### src/rtl/spi_target_io.sv
// SPI target (mode 0, MSB first, 8-bit frames) exposed as two J1 IO registers.
// SPI pins are resynchronised; the host must keep sck at or below clk/8.
module spi_target_io #(
   parameter logic [15:0] ADDR_DATA = 16'd120,
   parameter logic [15:0] ADDR_STAT = 16'd121,
   parameter logic [7:0]  FILL      = 8'hFF
) (
   input  logic        clk,
   input  logic        resetq,
   input  logic        io_rd,
   input  logic        io_wr,
   input  logic [15:0] mem_addr,
   input  logic [15:0] dout,
   output logic [15:0] io_din,
   input  logic        sck,
   input  logic        cs_n,
   input  logic        mosi,
   output logic        miso,
   output logic        miso_oe,
   output logic        rx_irq
);

   typedef enum logic {
      IDLE,
      ACTIVE
   } state_t;

   state_t     state_q;
   logic [2:0] sck_sync_q;
   logic [2:0] cs_sync_q;
   logic [1:0] mosi_sync_q;
   logic [2:0] bit_cnt_q;
   logic [7:0] rx_shift_q;
   logic [7:0] tx_shift_q;
   logic [7:0] rx_data_q;
   logic [7:0] tx_hold_q;
   logic       rx_valid_q;
   logic       overrun_q;
   logic       underrun_q;
   logic       tx_pending_q;
   logic       miso_q;
   logic       miso_oe_q;

   logic       sck_rise;
   logic       sck_fall;
   logic       cs_fall;
   logic       cs_rise;
   logic       sel_data;
   logic       sel_stat;
   logic       rd_data;
   logic       wr_data;
   logic       wr_stat;
   logic       active;
   logic       byte_done;
   logic       load_tx;
   logic [7:0] rx_byte_d;
   logic [7:0] tx_load_d;
   logic       unused_dout;

   // Bit [1] is the synchronised level, bit [2] the edge-detect history.
   assign sck_rise  = sck_sync_q[1] & ~sck_sync_q[2];
   assign sck_fall  = ~sck_sync_q[1] & sck_sync_q[2];
   assign cs_fall   = ~cs_sync_q[1] & cs_sync_q[2];
   assign cs_rise   = cs_sync_q[1] & ~cs_sync_q[2];

   assign sel_data  = (mem_addr == ADDR_DATA);
   assign sel_stat  = (mem_addr == ADDR_STAT);
   assign rd_data   = io_rd & sel_data;
   assign wr_data   = io_wr & sel_data;
   assign wr_stat   = io_wr & sel_stat;

   assign active    = (state_q == ACTIVE);
   assign byte_done = active & ~cs_rise & sck_rise
                    & (bit_cnt_q == 3'd7);
   assign load_tx   = (~active & cs_fall) | byte_done;

   assign rx_byte_d = {rx_shift_q[6:0], mosi_sync_q[1]};
   assign tx_load_d = tx_pending_q ? tx_hold_q : FILL;

   assign unused_dout = ^dout[15:8];

   always_comb begin
      io_din = 16'd0;
      if (sel_data) begin
         io_din = {8'd0, rx_data_q};
      end else if (sel_stat) begin
         io_din = {11'd0, active, underrun_q, overrun_q,
                   ~tx_pending_q, rx_valid_q};
      end
   end

   assign miso    = miso_q;
   assign miso_oe = miso_oe_q;
   assign rx_irq  = rx_valid_q;

   always_ff @(posedge clk or negedge resetq) begin
      if (!resetq) begin
         state_q      <= IDLE;
         sck_sync_q   <= 3'b000;
         cs_sync_q    <= 3'b111;
         mosi_sync_q  <= 2'b00;
         bit_cnt_q    <= 3'd0;
         rx_shift_q   <= 8'd0;
         tx_shift_q   <= 8'd0;
         rx_data_q    <= 8'd0;
         tx_hold_q    <= 8'd0;
         rx_valid_q   <= 1'b0;
         overrun_q    <= 1'b0;
         underrun_q   <= 1'b0;
         tx_pending_q <= 1'b0;
         miso_q       <= 1'b0;
         miso_oe_q    <= 1'b0;
      end else begin
         sck_sync_q  <= {sck_sync_q[1:0], sck};
         cs_sync_q   <= {cs_sync_q[1:0], cs_n};
         mosi_sync_q <= {mosi_sync_q[0], mosi};

         unique case (state_q)
            IDLE: begin
               if (cs_fall) begin
                  state_q    <= ACTIVE;
                  bit_cnt_q  <= 3'd0;
                  miso_oe_q  <= 1'b1;
                  tx_shift_q <= tx_load_d;
                  miso_q     <= tx_load_d[7];
               end
            end
            ACTIVE: begin
               if (cs_rise) begin
                  state_q   <= IDLE;
                  bit_cnt_q <= 3'd0;
                  miso_oe_q <= 1'b0;
                  miso_q    <= 1'b0;
               end else if (sck_rise) begin
                  rx_shift_q <= rx_byte_d;
                  bit_cnt_q  <= bit_cnt_q + 3'd1;
                  if (byte_done) begin
                     tx_shift_q <= tx_load_d;
                     miso_q     <= tx_load_d[7];
                  end
               end else if (sck_fall && bit_cnt_q != 3'd0) begin
                  tx_shift_q <= {tx_shift_q[6:0], 1'b0};
                  miso_q     <= tx_shift_q[6];
               end
            end
            default: state_q <= IDLE;
         endcase

         if (rd_data) begin
            rx_valid_q <= 1'b0;
         end
         if (byte_done) begin
            rx_data_q  <= rx_byte_d;
            rx_valid_q <= 1'b1;
         end

         // Clears are applied first so a same-cycle set wins.
         if (wr_stat && dout[2]) begin
            overrun_q <= 1'b0;
         end
         if (byte_done && rx_valid_q && !rd_data) begin
            overrun_q <= 1'b1;
         end
         if (wr_stat && dout[3]) begin
            underrun_q <= 1'b0;
         end
         if (load_tx && !tx_pending_q) begin
            underrun_q <= 1'b1;
         end

         if (load_tx) begin
            tx_pending_q <= 1'b0;
         end
         if (wr_data) begin
            tx_hold_q    <= dout[7:0];
            tx_pending_q <= 1'b1;
         end
      end
   end

endmodule
### config.mk
export PLATFORM = sky130hd
export DESIGN_NAME = spi_target_io
export DESIGN_NICKNAME = d
export VERILOG_FILES = /design/src/rtl/spi_target_io.sv
export SDC_FILE = /design/constraint.sdc
export NUM_CORES = 1
export LEC_CHECK = 0
export CORE_AREA = 2 2 56 97
export DETAILED_ROUTE_END_ITERATION = 12
export DIE_AREA = 0 0 58 99
export PLACE_DENSITY = 0.77
export SYNTH_ARGS = -nofsm -noshare
export SYNTH_HDL_FRONTEND = slang
export SYNTH_SLANG_ARGS = --single-unit
### constraint.sdc
create_clock -name clk -period 2.21 [get_ports clk]
set_input_delay 0.442 -clock clk [delete_from_list [all_inputs] [get_ports clk]]
set_output_delay 0.442 -clock clk [all_outputs]
set_load 0.02 [all_outputs]
==> summary.md <==
| Metric | Value |
|---|---|
| Outcome | `complete, no violations` |
| Synth top area cells | `dfrtp_1 48%, mux2_2 9.1%, mux2_4 8.3%` |
| Critical Path AT | `~1.7 ns` |
| Cts hold-fix bufs | `0` |
| Most common cell after layout, fill and taps aside | `dfrtp_1` |
| Crit-path max FO | `5` |
| Worst setup margin | `slightly above 0.07 ns` |
| RSZ-0062 raised after global routing | `no` |
| Crit-path max cell delay | `roughly 0.34 ns` |
| Routability congestion estimate | `~0.76` |
| Yosys Warn Count | `0` |
| Min cycle time layout | `between 2 and 2.5 ns` |
| Layout cell share with drive strength beyond 1 | `34.1%` |
| Post-Route Utilization | `59.5%` |
| Crit path capture type | `output port` |
| Leakage | `between 1 and 1.5 nW` |
| Worst Setup EP | `io_din[0]` |
| Boundary Pins | `58` |
| Chip height | `a little under 100 um` |
| DP Worst Slack | `-0.743 ns` |
| Vias/cell | `approximately 5.3` |
| CTS max path bufs | `2` |
| Die area | `approximately 0.0057 mm2` |
| Nets | `about 270` |
| Synth unique cells | `between 40 and 50` |
| Worst Hold Margin | `between 0.2 and 0.25 ns` |
| Cell Count, Final, Fillers Out | `approximately 290` |
| Worst setup SP type | `input port` |
| Antenna Cells | `0` |
| Critical path startpoint | `mem_addr[0]` |
| Reg power frac | `between 50% and 60%` |
| Buf/Inv on CP | `2` |
| Final Hold Fails | `0` |
| Largest net degree at the start of global routing | `between 40 and 50` |
| WP data required | `between 1.5 and 2 ns` |
| Slew Viols, Final | `0` |
| Reg2Reg Depth | `6` |
| Seq cells post-synth | `48` |
| Design Power | `between 1.5 and 2 mW` |
| Total of max-cap violations | `0` |
| TritonCTS clock tree | `built` |
| Syn Inst Count | `approximately 180` |
| CP Class | `input port to output port` |
| Residual DRC | `0` |
| Skew-Pair Late Insertion Delay | `approximately 0.30 ns` |
| Upper clock frequency limit | `about 470 MHz` |
| R2R Setup Slk | `0.42 ns` |
| Vias | `between 1500 and 2000` |
| DRT antenna net count | `0` |
| # setup viols final | `0` |
| Peak supply drop | `0.745 mV` |
| Vias in the first global route | `around 1600` |
| Total CTS buffers | `5` |
| Final period util | `between 90% and 100%` |
| Layout Cell Area excl Fill | `0.00294 mm2` |
| Share of the synthesized area in the top cell type | `between 40% and 50%` |
| Clk pin slew, worst setup/hold paths | `approximately 0.10 ns` |
| Area growth syn-to-layout | `25.2%` |
| Net Switching | `between 0.5 and 0.6 mW` |
| Initial Util | `47.5%` |
| Placed Cells | `273` |
| Clock share of power | `between 20% and 30%` |
| Drt wl/cell | `16.2 um` |
| Clk_skew | `about 0.0094 ns` |
| CP top delay family | `simple AND/OR/NAND/NOR gates` |
| RR Endpoint | `tx_shift_q[4]` |
| Worst slew pin tran | `about 0.6 ns` |
| Clk sinks | `48` |
| CTS H-tree lvls | `2` |
| Stages on worst setup path | `6` |
| Num rows | `34` |
| Detailed Routing Iterations Pass 1 | `4` |
| Initial antenna violation count | `0` |
| Crit path max-delay cell type | `nor4b_4` |
| Pint | `1.42 mW` |
| DP Area | `about 0.0028 mm2` |
| Post-route setup TNS | `0 ns` |
| Dpl hpwl | `approximately 3300 um` |
| Relative max-transition margin | `60.4%` |
| CTS root buf | `clkbuf_8` |
| Post-Route WL | `between 4000 and 5000 um` |
| Switching fraction of total power | `27.4%` |
| Global-route wire length before repair | `7930 um` |
| Reg2reg start | `bit_cnt_q[0]` |
| Tot GR Track Use | `between 10% and 20%` |
| Combinational Power Share | `17.9%` |
| Die X | `58 um` |
| Number of port buffers | `between 40 and 50` |
| Avg Inst Size Synth | `13.2 um2` |
| Mapped Area | `0.00234 mm2` |
| Top cell type by total area after synthesis | `dfrtp_1` |
| Commonest cells after routing, fill and taps aside | `45 x dfrtp_1, 19 x mux2_2, 17 x buf_4, 16 x clkdlybuf4s50_1, 13 x mux2_4` |
| Cell Pwr Density | `approximately 670 mW/mm2` |
| Worst path cell trace | `dlygate4sd2_1, nor4b_4, and4_4, nand2_1, o21ai_1, buf_2` |
| Post-synthesis sequential area ratio | `about half` |
| DRT iter0 DRCs | `32` |
| Core Region | `between 0.004 and 0.005 mm2` |
| Grt total ovfl | `0` |
| Min-Delay Path Class | `input port to asynchronous set/reset pin` |
area by class of cell:
class,instances,area (um2)
clock buffer,5,68.8
multi-input combinational,117,1090
sequential,48,1200
timing repair buffer,54,468
clock inverter,3,21.3
inverter,5,18.8
fill,406,2000
tap,54,67.6
kinds of logic after synthesis:
kind of cell               Yosys count  share of synthesized area [%]
DFF                                 48                           51.4
and+or+nand+nor                     41                           13.7
muxes                               39                           20.4
AOI/OAI and AO/OA                   24                           6.99
buffers and inverters               21                           5.39
adders and majority gates            3                           1.60
other                                1                          0.160
xor gates and xnor gates             1                          0.374
per-layer routing:
| metal | up-vias | share of wire (%) | track usage [%] |
|---|---|---|---|
| met5 | - | 0 | 0 |
| met4 | 0 | 2.3 | 7.69 |
| met3 | 9 | 2.7 | 3.02 |
| met2 | 33 | 57 | 32.0 |
| met1 | 766 | 38 | 21.6 |
| li1 | 715 | - | - |
synthesized netlist by cell type, drive strengths merged:
master  instances
a21boi          1
nor4b           4
nor2            2
o21ai           7
xnor2           1
a211oi          1
and2b           1
a21bo           1
and4            2
dfstp           3
a22o            6
dfrtp          45
inv             5
nand4           2
o21a            1
mux2           32
and2            3
mux2i           7
a221oi          1
o22ai           2
nand3           2
buf            13
nand2          10
ha              3
nor4bb          1
conb            1
or2b            1
nand2b          9
clkbuf          3
nor2b           4
a22oi           1
a21oi           3
worst min path at each step:
stage | end | slack [ns] | depth (start not counted)
after floorplan | active | 0.15 | 0
after global placement | sck_sync_q[1] | 0.33 | 0
after detailed placement | sck_sync_q[1] | 0.34 | 0
after CTS | tx_hold_q[1] | 0.24 | 2
after global routing | tx_hold_q[5] | 0.26 | 2
final | tx_hold_q[5] | 0.21 | 2
power by group through the flow:
stage          Sequential (mW)  Combinational [mW]  Clock (mW)
2_1_floorplan             1.07               0.236           0
3_3_place_gp              1.09               0.345           0
3_5_place_dp              1.09               0.356           0
4_1_cts                   1.08               0.355       0.544
5_1_grt                   1.09               0.387       0.585
6_report                  1.08               0.351       0.530
sequential cells by signal (all words and copies together) (netlist names):
register	cells
rx_data_q	8
tx_hold_q	8
rx_shift_q	7
tx_shift_q	7
bit_cnt_q	3
cs_sync_q	3
sck_sync_q	3
mosi_sync_q	2
active	1
miso	1
miso_oe	1
overrun_q	1
rx_irq	1
tx_pending_q	1
underrun_q	1
what timing repair did:
| action | 4_1_cts | 5_1_grt |
|---|---|---|
| setup endpoints to repair | 8 | 7 |
| cloned | 1 | 0 |
| gates resized for setup | 64 | 11 |
| pin swaps | 9 | 7 |
| setup buffers | 4 | 0 |
Power figures use the tool's default switching activity.
